## src/rtl/dmem_load_store_unit.sv

```systemverilog
// Load/store unit between the RV32I data path and a req/ack data memory.
// Optional macro LSU_MISALIGN_TRAP_EN: trap misaligned accesses instead of forcing alignment.
module dmem_load_store_unit #(
  parameter int n           = 32,
  parameter int TIMEOUT_CYC = 255
) (
  input  logic         clk,
  input  logic         rst,
  input  logic         req_valid,
  input  logic         wr_mem,
  input  logic [2:0]   func3,
  input  logic [n-1:0] addr,
  input  logic [n-1:0] wdata,
  output logic [n-1:0] dataout_mem,
  output logic         lsu_busy,
  output logic         lsu_done,
  output logic         lsu_err,
  output logic         mem_req,
  output logic         mem_we,
  output logic [3:0]   mem_be,
  output logic [n-1:0] mem_addr,
  output logic [n-1:0] mem_wdata,
  input  logic         mem_ack,
  input  logic [n-1:0] mem_rdata
);

  typedef enum logic [1:0] {IDLE, ACCESS, RESP} state_t;

  state_t       state_q;
  logic [7:0]   cnt_q;
  logic [2:0]   func3_q;
  logic [1:0]   off_q;
  logic [n-1:0] dataout_q, mem_addr_q, mem_wdata_q;
  logic [3:0]   mem_be_q;
  logic         done_q, err_q, mem_req_q, mem_we_q;

  logic         legal_d, misal_d;
  logic [1:0]   off_d;
  logic [3:0]   be_d;
  logic [n-1:0] wrep_d, ext_d;
  logic [7:0]   rbyte;
  logic [15:0]  rhalf;

  // Size/legality decode of the incoming request; off_d is the aligned lane offset.
  always_comb begin
    legal_d = 1'b0;
    misal_d = 1'b0;
    off_d   = addr[1:0];
    be_d    = 4'b0000;
    wrep_d  = wdata;
    case (func3)
      3'b000, 3'b100: begin
        legal_d = (func3 == 3'b000) || !wr_mem;
        be_d    = 4'b0001 << addr[1:0];
        wrep_d  = {4{wdata[7:0]}};
      end
      3'b001, 3'b101: begin
        legal_d = (func3 == 3'b001) || !wr_mem;
        misal_d = addr[0];
        off_d   = {addr[1], 1'b0};
        be_d    = 4'b0011 << {addr[1], 1'b0};
        wrep_d  = {2{wdata[15:0]}};
      end
      3'b010: begin
        legal_d = 1'b1;
        misal_d = (addr[1:0] != 2'b00);
        off_d   = 2'b00;
        be_d    = 4'b1111;
      end
      default: ;
    endcase
  end

  // Lane extraction and extension of the returned word, using the latched offset.
  always_comb begin
    rbyte = mem_rdata[{off_q, 3'b000} +: 8];
    rhalf = mem_rdata[{off_q[1], 4'b0000} +: 16];
    case (func3_q)
      3'b000:  ext_d = {{(n-8){rbyte[7]}}, rbyte};
      3'b001:  ext_d = {{(n-16){rhalf[15]}}, rhalf};
      3'b100:  ext_d = {{(n-8){1'b0}}, rbyte};
      3'b101:  ext_d = {{(n-16){1'b0}}, rhalf};
      default: ext_d = mem_rdata;
    endcase
  end

  always_ff @(posedge clk) begin
    if (rst) begin
      state_q     <= IDLE;
      cnt_q       <= 8'd0;
      func3_q     <= 3'b000;
      off_q       <= 2'b00;
      dataout_q   <= '0;
      mem_addr_q  <= '0;
      mem_wdata_q <= '0;
      mem_be_q    <= 4'b0000;
      done_q      <= 1'b0;
      err_q       <= 1'b0;
      mem_req_q   <= 1'b0;
      mem_we_q    <= 1'b0;
    end else begin
      done_q <= 1'b0;
      case (state_q)
        IDLE: begin
          if (req_valid) begin
            if (!legal_d) begin
              err_q   <= 1'b1;
              done_q  <= 1'b1;
              state_q <= RESP;
`ifdef LSU_MISALIGN_TRAP_EN
            end else if (misal_d) begin
              err_q   <= 1'b1;
              done_q  <= 1'b1;
              if (!wr_mem) dataout_q <= '0;
              state_q <= RESP;
`endif
            end else begin
              mem_we_q    <= wr_mem;
              func3_q     <= func3;
              off_q       <= off_d;
              mem_addr_q  <= {addr[n-1:2], 2'b00};
              mem_be_q    <= be_d;
              mem_wdata_q <= wrep_d;
              mem_req_q   <= 1'b1;
              cnt_q       <= 8'd0;
              state_q     <= ACCESS;
            end
          end
        end
        ACCESS: begin
          // An ack arriving on the final count still completes normally.
          if (mem_ack) begin
            if (!mem_we_q) dataout_q <= ext_d;
            mem_req_q <= 1'b0;
            done_q    <= 1'b1;
            cnt_q     <= 8'd0;
            state_q   <= RESP;
          end else if (cnt_q == 8'(TIMEOUT_CYC - 1)) begin
            err_q     <= 1'b1;
            dataout_q <= '0;
            mem_req_q <= 1'b0;
            done_q    <= 1'b1;
            cnt_q     <= 8'd0;
            state_q   <= RESP;
          end else begin
            cnt_q <= cnt_q + 8'd1;
          end
        end
        RESP:    state_q <= IDLE;
        default: state_q <= IDLE;
      endcase
    end
  end

  // misal_d only steers behaviour when trapping is compiled in.
  logic unused_misal;
  assign unused_misal = misal_d;

  assign lsu_busy    = ((state_q == IDLE) && req_valid) || (state_q == ACCESS);
  assign lsu_done    = done_q;
  assign lsu_err     = err_q;
  assign dataout_mem = dataout_q;
  assign mem_req     = mem_req_q;
  assign mem_we      = mem_we_q;
  assign mem_be      = mem_be_q;
  assign mem_addr    = mem_addr_q;
  assign mem_wdata   = mem_wdata_q;

endmodule
```

## config.mk

```make
export PLATFORM = sky130hd
export DESIGN_NAME = dmem_load_store_unit
export DESIGN_NICKNAME = d
export VERILOG_FILES = /design/src/rtl/dmem_load_store_unit.sv
export SDC_FILE = /design/constraint.sdc
export NUM_CORES = 1
export LEC_CHECK = 0
export BUFFER_PORTS_ARGS = -buffer_cell sky130_fd_sc_hd__buf_4
export CORE_UTILIZATION = 40
export DETAILED_ROUTE_END_ITERATION = 10
export PLACE_DENSITY = 0.68
export SLEW_MARGIN = 25
export SYNTH_ARGS = -nofsm -noshare
export SYNTH_HDL_FRONTEND = slang
export SYNTH_SLANG_ARGS = --single-unit
```

## constraint.sdc

```tcl
create_clock -name clk -period 2.2 [get_ports clk]
set_clock_uncertainty 0.05 [all_clocks]
set_input_delay 0.33 -clock clk [delete_from_list [all_inputs] [get_ports clk]]
set_output_delay 0.33 -clock clk [all_outputs]
set_load 0.03 [all_outputs]
```

==> impl_results.md, run 1 <==
- Row count: 41
- HPWL after DPL: 11.27 mm
- Starting density of the core: 41.26%
- Final setup TNS: 0 ns
- P per Cell Area: 825.6 nW/um2
- Full die area: 13530 um2
- Most frequent cell after synthesis: nand2_1
- Final wirelength: 15.49 mm
- DR WL/cell: 15.70 um
- VDD IR max: 0.4096 mV
- Number of port buffers: 206
- NumNets Final: 908
- Share of cells above drive strength 1: 33.74%
- RSZ-0062 raised after global routing: false
- Core Area: 12670 um2
- Async SR Flop Fraction: 0%
- Status: completed
- Drt first pass iters: 4
- Chip Width: 116.3 um
- Reg2Reg Depth: 3
- Clock root buffer: clkbuf_16
- DRC Markers: 0
- Via count of the first global-routing pass: 4806
- Top post-synthesis cells by area: dfxtp_1 45%, nand2_1 9.0%, a21oi_1 6.6%, mux2i_1 3.4%, a221o_1 2.7%
- Crit path to: dataout_mem[26]
- CTS H-tree depth: 4
- Antenna diodes: 0
- Post-CTS Setup Inserts: 0
- RR Startpoint: off_q[0]
- Routed met2 length: 7.518 mm
- Startpoint Class: register
- Setup ws final: 0.2252 ns
- CTS tree: yes
- Slew Limit Fails: 0
- DRT iter0 DRCs: 345
- Crit path time final: 1.975 ns
- Warnings, synthesis: 0
- DR vias: 5215
- Max clock buf depth: 2
- GRT Overall Usage: 22.80%
- Final Non-Filler Cells: 987
- Syn_area_per_cell: 8.570 um2
- First-pass GRT wire length: 23.80 mm
- Ports: 209
- Gp weighted congestion: 0.8384
- Synth area leader: dfxtp_1
- Static Leak: 3.212 nW
- CTS clk-pin slew, worst paths: 0.05 ns
- Hold crit path type: in2reg
- Final Hold Fails: 0
- FMAX: 506.4 MHz
- Worst-Skew Late Latency: 0.41 ns
- Initial antenna violation count: 0
- Die span in y: 116.3 um
- CP Data Arrival Time: 2.27 ns
- Routed wl met3: 1.350 mm
- Wl on met1: 6.423 mm
- Critical R2R Capture: dataout_mem[26]
- Reg-to-reg slack, setup: 0.23 ns
- Synth Cell Area: 5228 um2
- Sequential area share after synthesis: 44.81%
- Worst EP required: 2.50 ns
- Slew @ Worst Pin: 0.8986 ns
- Max-cap violations: 0
- Setup crit end kind: register
- Final core occ: 59.33%
- Pre-CTS setup slack: 0.2212 ns
- Fillcell total: 1144
- EDFF count, synth: 0
- Main synth FF type: dfxtp_1
- Setup-failing EPs final: 0
- Post-cts sizing count: 0
- Seq cells post-synth: 117
- Cts bufs inserted: 17
- Via/cell ratio: 5.284
- ANT nets after route: 0
- Crit share post-route: 89.76%
- Synthesis-to-finish area growth: 43.80%
- Yosys top cell area share: 44.81%
- Post-cts hold buffer count: 0
- Crit Path Class: reg2reg
- Gate Count Post-Synth: 610
- Gr ovfl total: 0
- Slew margin rel.: 40.10%
- Flip-flop and latch area: 2342 um2
- Launch point of the worst path: off_q[0]
- Top routing layer used: met4
- Pin count of the biggest net entering global routing: 80
- Hold WS: 0.09772 ns
- Commonest cells in the netlist: 125 x nand2_1, 117 x dfxtp_1, 69 x a21oi_1, 32 x nor2_1, 23 x clkbuf_1
- Multi-input gate area: 2572 um2
- Maximum fanout along the worst path: 17
- Placed cell count: 955
- Clk sinks: 117
- Netlist cell types: 65
-- metal layers --
| metal | up-vias | GRT usage, % |
|---|---|---|
| met5 | - | 0 |
| met4 | 0 | 9.915 |
| met3 | 16 | 8.044 |
| met2 | 205 | 37.16 |
| met1 | 2414 | 27.07 |
| li1 | 2580 | - |
-- worst max-delay path: stages (launching register included) --
cell	delay, ns
dfxtp_1	0.57
o31ai_1	0.19
a2111oi_4	0.87
a221o_2	0.23
-- cells by family (layout without fill, tap and decap cells) --
| family | Yosys count | count (layout) | synth area share [%] |
|---|---|---|---|
| simple gates | 218 | 218 | 19.58 |
| compound gates | 184 | 184 | 24.77 |
| flops | 117 | 117 | 44.81 |
| buf+inv | 67 | 271 | 6.295 |
| mux | 19 | 19 | 3.662 |
| fa+ha+maj | 2 | 2 | 0.4786 |
| xor+xnor | 2 | 2 | 0.3351 |
| other cells | 1 | 2 | 0.07174 |
-- power by group --
group	internal, mW	switching [mW]
sequential	2.24	0.0736
combinational	0.454	0.640
clock	1.86	0.934
total	4.56	1.65
-- worst min-delay path by stage --
stage,startpoint,to,slack [ns],cells past startpoint
2_1_floorplan,cnt_q[5],cnt_q[5],0.40,1
3_3_place_gp,lsu_err,lsu_err,0.39,2
3_5_place_dp,lsu_err,lsu_err,0.39,2
4_1_cts,mem_rdata[2],dataout_mem[2],0.07,2
5_1_grt,mem_rdata[2],dataout_mem[2],0.08,2
6_report,mem_rdata[2],dataout_mem[2],0.1,2
-- metrics by stage --
step	power, mW	cell area [um2]
after floorplan	2.984	5231
after global routing	6.452	7517
final	6.206	7517
after global placement	3.435	6914
after CTS	6.274	7517
after detailed placement	3.458	6914
-- registers in the layout, indices dropped and copies added (netlist names) --
register     cells
dataout_mem     32
mem_wdata       32
mem_addr        30
cnt_q            8
mem_be           4
func3_q          3
off_q            2
state_q          2
lsu_done         1
lsu_err          1
mem_req          1
mem_we           1
-- cell type report --
class                           count  area share, %
Clock inverter                      9          1.664
Tap cell                          172          2.863
Sequential cell                   117          31.16
Timing Repair Buffer              223          22.94
Inverter                           16         0.7989
Multi-Input combinational cell    427          34.22
Clock buffer                       23          6.358
-- placed cells by master, fill, tap and decap left out, drive strengths merged, types with 3 or more instances in the layout --
cell	count
nor2	34
and3	3
a41oi	3
nor2b	4
o22ai	3
clkbuf	23
a221o	23
a211oi	10
buf	223
nand4	3
a31oi	13
clkinv	4
and2	4
dfxtp	117
o21ai	20
a311oi	8
a21oi	70
nand2	125
nand2b	6
nand3	12
nor3	5
o32ai	7
nor4bb	7
a22o	9
a21boi	3
mux2i	18
bufinv	3
inv	16
Power figures use the tool's default switching activity.
==> inputs of run 2 (changes only) <==
- CORE_UTILIZATION: 40 -> 49
- PLACE_DENSITY: 0.68 -> 0.81
==> run 2 against run 1 <==
Setup slack better by 0.028 ns. Sequential power barely moved. Final area grew 2.4%. Hold slack worse by 0.081 ns. First-iteration DRC count down 28%. Maximum frequency up 1.5%. Critical path depth is the same. Power increased by 3.3%. Non-clock buffer count grew 18. Largest power group unchanged. Cell count decreased by 1.8%. Count of clock-buffer cells in the layout grew 1.
==> impl_results.md, run 2 (same netlist as run 1, synthesis figures left out) <==
- Startpoint Class: register
- VDD IR max: 0.6043 mV (+48%)
- Gr ovfl total: 0 (unchanged)
- CTS clk-pin slew, worst paths: 0.06 ns (about the same)
- Starting density of the core: 50.64% (+9.4 points)
- CTS tree: yes
- HPWL after DPL: 11.11 mm (-1.4%)
- DRC Markers: 0 (unchanged)
- Max clock buf depth: 2 (unchanged)
- Final wirelength: 15.93 mm (+2.8%)
- Initial antenna violation count: 0 (unchanged)
- GRT Overall Usage: 28.82% (+6.0 points)
- Hold crit path type: in2reg
- CP Data Arrival Time: 2.35 ns (+0.08 ns)
- CTS H-tree depth: 4 (unchanged)
- Number of port buffers: 206 (unchanged)
- DRT iter0 DRCs: 247 (-28%)
- Pin count of the biggest net entering global routing: 58 (-28%)
- Gp weighted congestion: 0.8319 (-0.78%)
- Multi-input gate area: 2572 um2 (unchanged)
- Core Area: 10320 um2 (-19%)
- Final Hold Fails: 0 (unchanged)
- Antenna diodes: 0 (unchanged)
- Via/cell ratio: 5.531 (+4.7%)
- Crit path time final: 1.946 ns (-0.02839 ns)
- Slew @ Worst Pin: 0.8533 ns (-0.04521 ns)
- Status: completed
- DR WL/cell: 16.44 um (+4.7%)
- Cts bufs inserted: 17 (unchanged)
- Via count of the first global-routing pass: 5293 (+10%)
- FMAX: 513.8 MHz (+1.5%)
- Crit Path Class: reg2reg
- Setup crit end kind: register
- Worst EP required: 2.60 ns (+0.10 ns)
- NumNets Final: 926 (+2.0%)
- Final setup TNS: 0 ns (unchanged)
- Flip-flop and latch area: 2342 um2 (unchanged)
- Static Leak: 3.297 nW (+2.6%)
- Crit share post-route: 88.47% (-1.3 points)
- Slew margin rel.: 43.11% (+3.0 points)
- Most common cell after layout, fill and taps aside: buf_4
- Clk sinks: 117 (unchanged)
- Maximum fanout along the worst path: 17 (unchanged)
- Commonest non-fill, non-tap cells in the layout: 215 x buf_4, 125 x nand2_1, 117 x dfxtp_1, 69 x a21oi_1, 32 x nor2_1
- Ports: 209 (unchanged)
- Hold WS: 0.01693 ns (-0.08079 ns)
- DR vias: 5360 (+2.8%)
- Synthesis-to-finish area growth: 47.30%
- Worst-Skew Late Latency: 0.51 ns (+0.10 ns)
- Drt first pass iters: 5 (+1)
- Die span in y: 105.3 um (-9.5%)
- ANT nets after route: 0 (unchanged)
- Chip Width: 105.3 um (-9.5%)
- Setup-failing EPs final: 0 (unchanged)
- RSZ-0062 raised after global routing: false
- P per Cell Area: 832.5 nW/um2 (+0.83%)
- First-pass GRT wire length: 25.21 mm (+5.9%)
- Max-cap violations: 0 (unchanged)
- Slew Limit Fails: 0 (unchanged)
- Clock root buffer: clkbuf_8
- Share of cells above drive strength 1: 32.41% (-1.3 points)
- Post-CTS Setup Inserts: 0 (unchanged)
- Full die area: 11080 um2 (-18%)
- Row count: 37 (-9.8%)
- Fillcell total: 752 (-34%)
## run 2: path summary, 6_finish.rpt
check	startpoint	end	slack, ns	cells past startpoint
setup / recovery	off_q[0]	dataout_mem[28]	0.25	3
hold / removal	addr[3]	mem_addr[3]	0.02	3
setup reg to reg	off_q[0]	dataout_mem[28]	0.25	3
hold reg to reg	lsu_err	lsu_err	0.40	2
## run 2: where the power goes
part	switching, mW	internal, mW	leakage (nW)
Clock	0.924	2.04	0.306
Combinational	0.651	0.473	2.04
Sequential	0.0775	2.24	0.953
Total	1.65	4.76	3.30
## run 2: routing by layer
metal	global-route usage [%]	share of wire, %	up-vias
met5	0	0	-
met4	12.17	2.4	0
met3	9.771	8.4	32
met2	49.62	49	234
met1	32.38	40	2493
li1	-	-	2601
## run 2: critical path: stages (launching register included)
cell and delay (ns):
dfxtp_1 0.58, o31ai_1 0.20, a2111oi_4 0.84, a221o_2 0.22
## run 2: per-stage QoR
step / std cells / instance area (um2) / utilization [%] / setup slack, ns / power (mW)
floorplan: 611 / 5231 / - / 0.3255 / 2.984
global placement: 915 / 6839 / 66.25 / 0.2352 / 3.414
detailed placement: 915 / 6839 / 66.25 / 0.1941 / 3.446
CTS: 969 / 7700 / 74.58 / 0.2766 / 6.429
global route: 969 / 7700 / 74.58 / 0.1452 / 6.644
finish: 969 / 7700 / 74.58 / 0.2536 / 6.410
## run 2: cell type report
cell class | instances | share of cell area, %
clock inverters | 8 | 2.210
repair buffers | 241 | 24.86
clock buffers | 24 | 6.110
flip-flops and latches | 117 | 30.42
inverters | 16 | 0.7800
well taps | 136 | 2.210
multi-input cells | 427 | 33.41
## run 2: repair_timing
item                      CTS  global route
hold buffers               22             0
gates resized for setup     0             0
hold endpoints to repair   22             0
